[src/rtl/pc_fetch_unit_if.sv]
`default_nettype none
// ============================================================================
// Module   : pc_fetch_unit_if
// Brief    : Instruction-memory and decode-stage handshake bundle for the
//            program counter / fetch sequencer.
// Revision : 1.0  initial release
// ============================================================================
interface pc_fetch_unit_if;
   logic        imem_req;
   logic [31:0] imem_addr;
   logic        imem_ack;
   logic [31:0] imem_rdata;
   logic [31:0] insn;
   logic        insn_valid;
   logic        insn_ready;
   logic [31:0] pc_out;

   modport master (
      output imem_req,
      output imem_addr,
      input  imem_ack,
      input  imem_rdata,
      output insn,
      output insn_valid,
      input  insn_ready,
      output pc_out
   );

   modport slave (
      input  imem_req,
      input  imem_addr,
      output imem_ack,
      output imem_rdata,
      input  insn,
      input  insn_valid,
      output insn_ready,
      input  pc_out
   );
endinterface
`default_nettype wire

[src/rtl/pc_fetch_unit.sv]
`default_nettype none
// ============================================================================
// Module   : pc_fetch_unit
// Brief    : Program counter and REQ/VALID/ERROR fetch sequencer with fetch
//            timeout. Optional PC_MISALIGN_CHECK_EN adds misalign_err.
// Revision : 1.0  initial release
// ============================================================================
module pc_fetch_unit #(
   parameter logic [31:0] RESET_PC   = 32'h0000_0000,
   parameter int          WAIT_LIMIT = 16
) (
   input  wire logic        clk,
   input  wire logic        reset,
   input  wire logic        pc_alu_sel,
   input  wire logic        jump,
   input  wire logic        jalr_sel,
   input  wire logic [31:0] imm,
   input  wire logic [31:0] rs1,
   pc_fetch_unit_if.master  bus,
   output      logic        fetch_err
`ifdef PC_MISALIGN_CHECK_EN
   ,
   output      logic        misalign_err
`endif
);

   localparam logic [31:0] c_nop       = 32'h0000_0013;
   localparam logic [7:0]  c_wait_last = 8'(WAIT_LIMIT - 1);

   typedef enum logic [1:0] {
      S_REQ   = 2'd0,
      S_VALID = 2'd1,
      S_ERROR = 2'd2
   } state_t;

   state_t      r_state;
   state_t      w_state_nxt;
   logic [31:0] r_pc;
   logic [31:0] w_pc_nxt;
   logic [31:0] r_insn;
   logic [31:0] w_insn_nxt;
   logic [7:0]  r_wait_cnt;
   logic [7:0]  w_wait_cnt_nxt;
   logic        r_fetch_err;
   logic        w_fetch_err_nxt;
   logic        r_req_mask;
   logic        w_req;
   logic [31:0] w_jalr_sum;
   logic [31:0] w_next_pc;
`ifdef PC_MISALIGN_CHECK_EN
   logic        r_misalign;
   logic        w_misalign_nxt;
`endif

   // The first cycle after reset never requests, so a stale ack is dropped.
   assign w_req = (r_state == S_REQ) && !r_req_mask;

   always_comb begin
      w_jalr_sum = rs1 + imm;
      if (jalr_sel) begin
         w_next_pc = {w_jalr_sum[31:1], 1'b0};
      end else if (jump || pc_alu_sel) begin
         w_next_pc = r_pc + imm;
      end else begin
         w_next_pc = r_pc + 32'd4;
      end
   end

   always_comb begin
      w_state_nxt     = r_state;
      w_pc_nxt        = r_pc;
      w_insn_nxt      = r_insn;
      w_wait_cnt_nxt  = r_wait_cnt;
      w_fetch_err_nxt = r_fetch_err;
`ifdef PC_MISALIGN_CHECK_EN
      w_misalign_nxt  = r_misalign;
`endif
      case (r_state)
         S_REQ: begin
            if (w_req) begin
               if (bus.imem_ack) begin
                  w_insn_nxt     = bus.imem_rdata;
                  w_wait_cnt_nxt = '0;
                  w_state_nxt    = S_VALID;
               end else if (r_wait_cnt == c_wait_last) begin
                  w_fetch_err_nxt = 1'b1;
                  w_state_nxt     = S_ERROR;
               end else begin
                  w_wait_cnt_nxt = r_wait_cnt + 8'd1;
               end
            end
         end
         S_VALID: begin
            if (bus.insn_ready) begin
`ifdef PC_MISALIGN_CHECK_EN
               if (w_next_pc[1:0] != 2'b00) begin
                  w_misalign_nxt = 1'b1;
                  w_state_nxt    = S_ERROR;
               end else begin
                  w_pc_nxt    = w_next_pc;
                  w_state_nxt = S_REQ;
               end
`else
               w_pc_nxt    = w_next_pc;
               w_state_nxt = S_REQ;
`endif
            end
         end
         S_ERROR: begin
            w_state_nxt = S_ERROR;
         end
         default: begin
            w_state_nxt = S_ERROR;
         end
      endcase
   end

   always_ff @(posedge clk) begin
      if (reset) begin
         r_state     <= S_REQ;
         r_pc        <= RESET_PC;
         r_insn      <= c_nop;
         r_wait_cnt  <= '0;
         r_fetch_err <= 1'b0;
         r_req_mask  <= 1'b1;
`ifdef PC_MISALIGN_CHECK_EN
         r_misalign  <= 1'b0;
`endif
      end else begin
         r_state     <= w_state_nxt;
         r_pc        <= w_pc_nxt;
         r_insn      <= w_insn_nxt;
         r_wait_cnt  <= w_wait_cnt_nxt;
         r_fetch_err <= w_fetch_err_nxt;
         r_req_mask  <= 1'b0;
`ifdef PC_MISALIGN_CHECK_EN
         r_misalign  <= w_misalign_nxt;
`endif
      end
   end

   assign bus.imem_req   = w_req;
   assign bus.imem_addr  = r_pc;
   assign bus.insn       = r_insn;
   assign bus.insn_valid = (r_state == S_VALID);
   assign bus.pc_out     = r_pc;
   assign fetch_err      = r_fetch_err;
`ifdef PC_MISALIGN_CHECK_EN
   assign misalign_err   = r_misalign;
`endif

endmodule
`default_nettype wire

[src/flat_wrapper.sv]
// flat-port wrapper written by rule: the top's interface ports become plain ports
module pc_fetch_unit_flat 
#(
   parameter logic [31:0] RESET_PC   = 32'h0000_0000,
   parameter int          WAIT_LIMIT = 16
)
  (clk, reset, pc_alu_sel, jump, jalr_sel, imm, rs1, fetch_err, bus_imem_req, bus_imem_addr, bus_imem_ack, bus_imem_rdata, bus_insn, bus_insn_valid, bus_insn_ready, bus_pc_out);
  pc_fetch_unit_if bus_i ();
  input  wire logic clk;
  input  wire logic reset;
  input  wire logic pc_alu_sel;
  input  wire logic jump;
  input  wire logic jalr_sel;
  input  wire logic [31:0] imm;
  input  wire logic [31:0] rs1;
  output      logic fetch_err;
  output wire logic [$bits(bus_i.imem_req)-1:0] bus_imem_req;
  output wire logic [$bits(bus_i.imem_addr)-1:0] bus_imem_addr;
  input wire logic [$bits(bus_i.imem_ack)-1:0] bus_imem_ack;
  input wire logic [$bits(bus_i.imem_rdata)-1:0] bus_imem_rdata;
  output wire logic [$bits(bus_i.insn)-1:0] bus_insn;
  output wire logic [$bits(bus_i.insn_valid)-1:0] bus_insn_valid;
  input wire logic [$bits(bus_i.insn_ready)-1:0] bus_insn_ready;
  output wire logic [$bits(bus_i.pc_out)-1:0] bus_pc_out;
  assign bus_imem_req = bus_i.imem_req;
  assign bus_imem_addr = bus_i.imem_addr;
  assign bus_i.imem_ack = bus_imem_ack;
  assign bus_i.imem_rdata = bus_imem_rdata;
  assign bus_insn = bus_i.insn;
  assign bus_insn_valid = bus_i.insn_valid;
  assign bus_i.insn_ready = bus_insn_ready;
  assign bus_pc_out = bus_i.pc_out;
  pc_fetch_unit #(.RESET_PC(RESET_PC), .WAIT_LIMIT(WAIT_LIMIT)) u_core (.clk(clk), .reset(reset), .pc_alu_sel(pc_alu_sel), .jump(jump), .jalr_sel(jalr_sel), .imm(imm), .rs1(rs1), .bus(bus_i), .fetch_err(fetch_err));
endmodule
[config.mk]
export PLATFORM = sky130hd
export DESIGN_NAME = pc_fetch_unit_flat
export DESIGN_NICKNAME = d
export VERILOG_FILES = /design/src/rtl/pc_fetch_unit_if.sv /design/src/rtl/pc_fetch_unit.sv /design/src/flat_wrapper.sv
export SDC_FILE = /design/constraint.sdc
export NUM_CORES = 1
export LEC_CHECK = 0
export CORE_ASPECT_RATIO = 0.9
export CORE_MARGIN = 2
export CORE_UTILIZATION = 50
export CTS_BUF_LIST = sky130_fd_sc_hd__clkbuf_8
export DETAILED_ROUTE_END_ITERATION = 8
export GPL_TIMING_DRIVEN = 1
export PLACE_DENSITY = 0.82
export SYNTH_ARGS = -nofsm -noshare
export SYNTH_HDL_FRONTEND = slang
export SYNTH_SLANG_ARGS = --single-unit
[constraint.sdc]
create_clock -name clk -period 9.49 [get_ports clk]
set_input_delay 2.847 -clock clk [delete_from_list [all_inputs] [get_ports clk]]
set_output_delay 2.847 -clock clk [all_outputs]
set_load 0.05 [all_outputs]
Word level (Yosys, flattened, before mapping)
Index checks and enable logic that the tools add are counted.
{ "op_classes": {"n_shift": 0, "eq_ne": 6, "n_reduce_logical": 9, "addsub": 4, "mul": 0, "div_mod_pow": 0, "mux": 10, "bitwise_logic": 1, "n_lt_le_gt_ge": 0} }
{ "ops": {"columns": ["op", "count"], "rows": [
  ["$add 32x32->32", 2],
  ["$mux 32", 2],
  ["$add 32x3->32 const B", 1],
  ["$mux 8", 2],
  ["$reduce_and 3->1", 3],
  ["$add 8x1->8 const B", 1],
  ["$eq 8x4->1 const B", 1],
  ["$mux 2", 4],
  ["$ne 2x2->1 const B", 2],
  ["$pmux 2 s2", 1],
  ["$reduce_and 4->1", 1],
  ["$ne 3x3->1 const B", 1],
  ["$eq 2x1->1 const B", 1],
  ["$logic_not 2->1", 1],
  ["$ne 2x1->1 const B", 1],
  ["$reduce_and 2->1", 1],
  ["$logic_and 1x1->1", 1],
  ["$logic_not 1->1", 1],
  ["$logic_or 1x1->1", 1],
  ["$mux 1", 1],
  ["$not 1->1", 1]
]} }
{ "totals": {"out_inout_bits": 99, "latch_bits": 0, "romBits": 0, "elab_cells": 36, "register_bits": 76, "mem_bits_rw": 0, "inputBits": 103, "n_memories": 0} }

Depth between registers and ports, before layout
{ "logic_depth": {"word_depth": 5, "ltp_mapped": 13, "mapped_depth_nobuf": 13} }

Worst setup path before layout
Ideal clock, no wire load.
{ "synth_timing": {"path_type": "input -> register", "start": "input port imm[0]", "end": "register u_core.r_pc[30], in the netlist u_core.bus.imem_addr[30]", "path_slack_ns": 3.920, "t_required_ns": 9.358, "path_buffers": 0, "cell_stages": 13, "setup_time_ns": 0.132, "arrival_time_ns": 5.438, "path_cell_list": "and2_1 fa_1 a21oi_1 nor2_1 o31ai_1 a31oi_1 a211oi_2 nor3_2 a22o_1 o41a_1 or3_1 nand4_1 a21oi_1"} }
{ "synth_between": {"elab_chain_cells": 3, "elab_cells_between_ends": 4, "classes_between": "2 x add/sub; 2 x mux"} }
{ "synth_rtl": {"columns": ["item", "line_no", "source"], "rows": [
  ["from (decl)", "flat_wrapper.sv:14", "input wire logic [31:0] imm;"],
  ["$add 32x32->32", "pc_fetch_unit.sv:63", "w_next_pc = r_pc + imm;"],
  ["$mux 32", "pc_fetch_unit.sv:62", "end else if (jump || pc_alu_sel) begin"],
  ["$mux 32 (*)", "pc_fetch_unit.sv:60", "if (jalr_sel) begin"],
  ["to (signal assigned)", "pc_fetch_unit.sv:131", "r_pc <= w_pc_nxt;"],
  ["to (decl)", "pc_fetch_unit.sv:38", "logic [31:0] r_pc;"]
]} }
Mark *: on every way between the ends. The rest lies on a longest branch, timed or not.
A chain may end at the register's enable or synchronous reset.

Worst setup path in the final report
Ends and elaborated chain as after synthesis.

==> impl_metrics.ini <==
[power_and_ir_drop]
p_total_mw = 0.9783
p_leak_nw = 3.570
peakVddDrop_v = 0.00009066
p_per_area_nw_per_um2 = 109.5

[routing]
wl_per_cell_um = 16.66
vias = 7371
dr.first_iter.drc_count = 421
viasPerCell = 5.892
drc = 0
ant_nets = 0
wl_mm = 20.84
firstDrtPassIters = 5

[clock_tree]
cts_hold_repair.buffers = 0
clkSlewWorstSetupHoldPaths_ns = 0.09
cts_setup_buffers = 0
cts.sinks = 76
cts_buffers = 9
cts_buffer_depth = 2
clkLatencyLatePin_ns = 0.38
cts_tree = yes
cts_resized = 0
root_buffer = clkbuf_8
htreeDepth = 3

[logic_synthesis]
synthAdderAreaFrac_pct = 12.09
synth_top_area_cell = dfxtp_1
synth.yosys.seq_area_share_pct = 22.20
synthMuxAreaShare_pct = 0.2921
synth_flop_cell = dfxtp_1
yosysTopAreaCellShare_pct = 22.20
synth_area_leaders = dfxtp_1, ha_1, a21oi_1, nand2_1, xnor2_1
synth_enable_flop_cells = 0
synth_compound_area_share_pct = 26.99
async_reset_ff_share_pct = 0
ys_types = 63
synth_xor_area_share_pct = 10.10
synth_area_per_cell_um2 = 7.392
syn_nets = 1095
yosys.area_share.simple_pct = 22.07
synthCells = 927
synth_top_family_by_area = compound AO/OA/AOI/OAI gates
synth_warnings = 0
synth.cell_area_um2 = 6853
synth_common_cells = nand2_1, a21oi_1, nor2_1, dfxtp_1, ha_1
ys_ff_latch = 76
yosysMostFrequentCell = nand2_1

[worst_setup_path]
worstPathRequired_ns = 9.73
r2r_setup_slack_ns = 5.87
critPathLaunchType = input port
criticalPathCategory = in -> reg
cp-startpoint = imm[0]
reg2regPathDepth = 13
r2r-start = u_core.bus.imem_addr[0]$_SDFFE_PP0P_
cp-end-kind = flop
reg2reg_to = u_core.bus.imem_addr[28]$_SDFFE_PP0P_
cp.arrival_ns = 6.51
cp_max_fo = 4

[sta]
worst_slack_ns = 3.215
slew_headroom_pct = 23.51
slew_viol_final = 0
fin_setup_tns_ns = 0
fin_hold_ws_ns = 0.4565
min_period_ns = 6.275
max_freq_mhz = 159.4
finalCritPeriodShare_pct = 66.12
setup_viol = 0
hold_violations = 0
finClkSkew_ns = 0.01061
rsz0062_at_grt = false
worst_slew_pin_slew_ns = 1.145

[hold_path]
hold_depth = 2
hold_path.class = reg -> reg
hp-start = u_core.bus.insn[13]$_SDFFE_PP0P_
worstHoldEndpoint = u_core.bus.insn[13]$_SDFFE_PP0P_

[layout]
fill_cells = 1167
drive_gt1_share_pct = 3.047
syn_to_final_growth_pct = 30.33
layout.nets = 1246
antenna_cells = 0

[global_routing]
grt_first_pass_wirelength_mm = 31.93
grtUsageTotal_pct = 26.98
globalRoute.totalOverflow = 0
antenna_found_initial = 0
grt.busiest_layer = met2
met3_usage_pct = 5.351
met2_usage_pct = 44.35
met1_usage_pct = 35.18
grt_max_degree = 69
grt_pass1_vias = 6486

[place]
gp_congestion = 0.9344
pre_cts_slack_ns = 2.878
port_buffers = 201
hpwl_mm = 15.54

[floorplanning]
core_um2 = 13360
die_x_um = 127.4
die_y_um = 115.1
start_util_pct = 51.28
pin_count = 202
dieArea_um2 = 14660
rows = 40

[run]
maxCapViolCount = 0

[status]
outcome = finished, final reports clean
## registers in the layout, indices dropped and copies added (netlist names)
register              count
u_core.r_wait_cnt         8
u_core.bus.insn          32
u_core.r_req_mask         1
u_core.bus.imem_addr     32
u_core.r_state            2
u_core.fetch_err          1
## cells by family after synthesis
group,Yosys count
compound gates,291
xor+xnor,79
fa+ha+maj,65
buf+inv,82
flops,76
mux,2
simple gates,332
## where the power goes
part           internal (mW)  leakage, nW  switching [mW]  total (mW)
registers              0.332        0.618          0.0155       0.347
logic                  0.160         2.86           0.220       0.380
clock network          0.101       0.0943           0.150       0.252
## critical path: stages
cell,delay (ns)
clkdlybuf4s50_1,0.48
and2_1,0.20
fa_1,0.39
a21oi_1,0.29
nor2_1,0.11
o31ai_1,0.40
a31oi_1,0.29
a211oi_2,0.31
nor3_2,0.12
a22o_1,0.26
o41a_1,0.33
or3_1,0.31
nand4_1,0.10
a21oi_1,0.07
## routing by layer
layer  share of wire [%]  wire length, um
met1                  44             9106
met2                  44             9203
met3                 9.6             2007
met4                 2.5              518
met5                   0                0
## cell type report
| class | count | area [um^2] | share of cell area (%) |
|---|---|---|---|
| repair buffers | 207 | 2052 | 22.98 |
| inverters | 15 | 56.30 | 0.6304 |
| multi-input cells | 769 | 4902 | 54.89 |
| clock inverters | 7 | 65.06 | 0.7285 |
| clock buffers | 9 | 123.9 | 1.387 |
| flip-flops and latches | 76 | 1521 | 17.04 |
| well taps | 168 | 210.2 | 2.354 |
## per-stage QoR
stage | cells | instance area [um^2] | utilization [%]
2_1_floorplan | 927 | 6853 | -
3_3_place_gp | 1235 | 8742 | 65.42
3_5_place_dp | 1235 | 8742 | 65.42
4_1_cts | 1251 | 8931 | 66.84
5_1_grt | 1251 | 8931 | 66.84
6_report | 1251 | 8931 | 66.84
## worst max path at each step
stage	end	slack, ns
after floorplan	u_core.bus.imem_addr[30]$_SDFFE_PP0P_	3.92
after global placement	u_core.bus.imem_addr[30]$_SDFFE_PP0P_	2.98
after detailed placement	u_core.bus.imem_addr[30]$_SDFFE_PP0P_	2.88
after CTS	u_core.bus.imem_addr[30]$_SDFFE_PP0P_	3.27
after global routing	u_core.bus.imem_addr[30]$_SDFFE_PP0P_	3.07
final	u_core.bus.imem_addr[30]$_SDFFE_PP0P_	3.22
## cells in the final DEF (no fill, tap or decap), drive strengths merged, types with 5 or more instances in the layout
cell / instances
and2: 10
xnor2: 45
xor2: 34
nor2: 94
o211ai: 6
nand2b: 5
clkbuf: 9
nor3: 24
a21o: 29
nor2b: 9
o21ai: 52
dfxtp: 76
a311oi: 5
inv: 19
and3: 12
buf: 7
nand2: 121
o21bai: 10
nand4: 10
o31ai: 5
ha: 63
clkdlybuf4s50: 200
nor4: 6
a31oi: 8
nand3: 25
a211oi: 31
o21a: 8
a21oi: 105
Power figures use the tool's default switching activity.
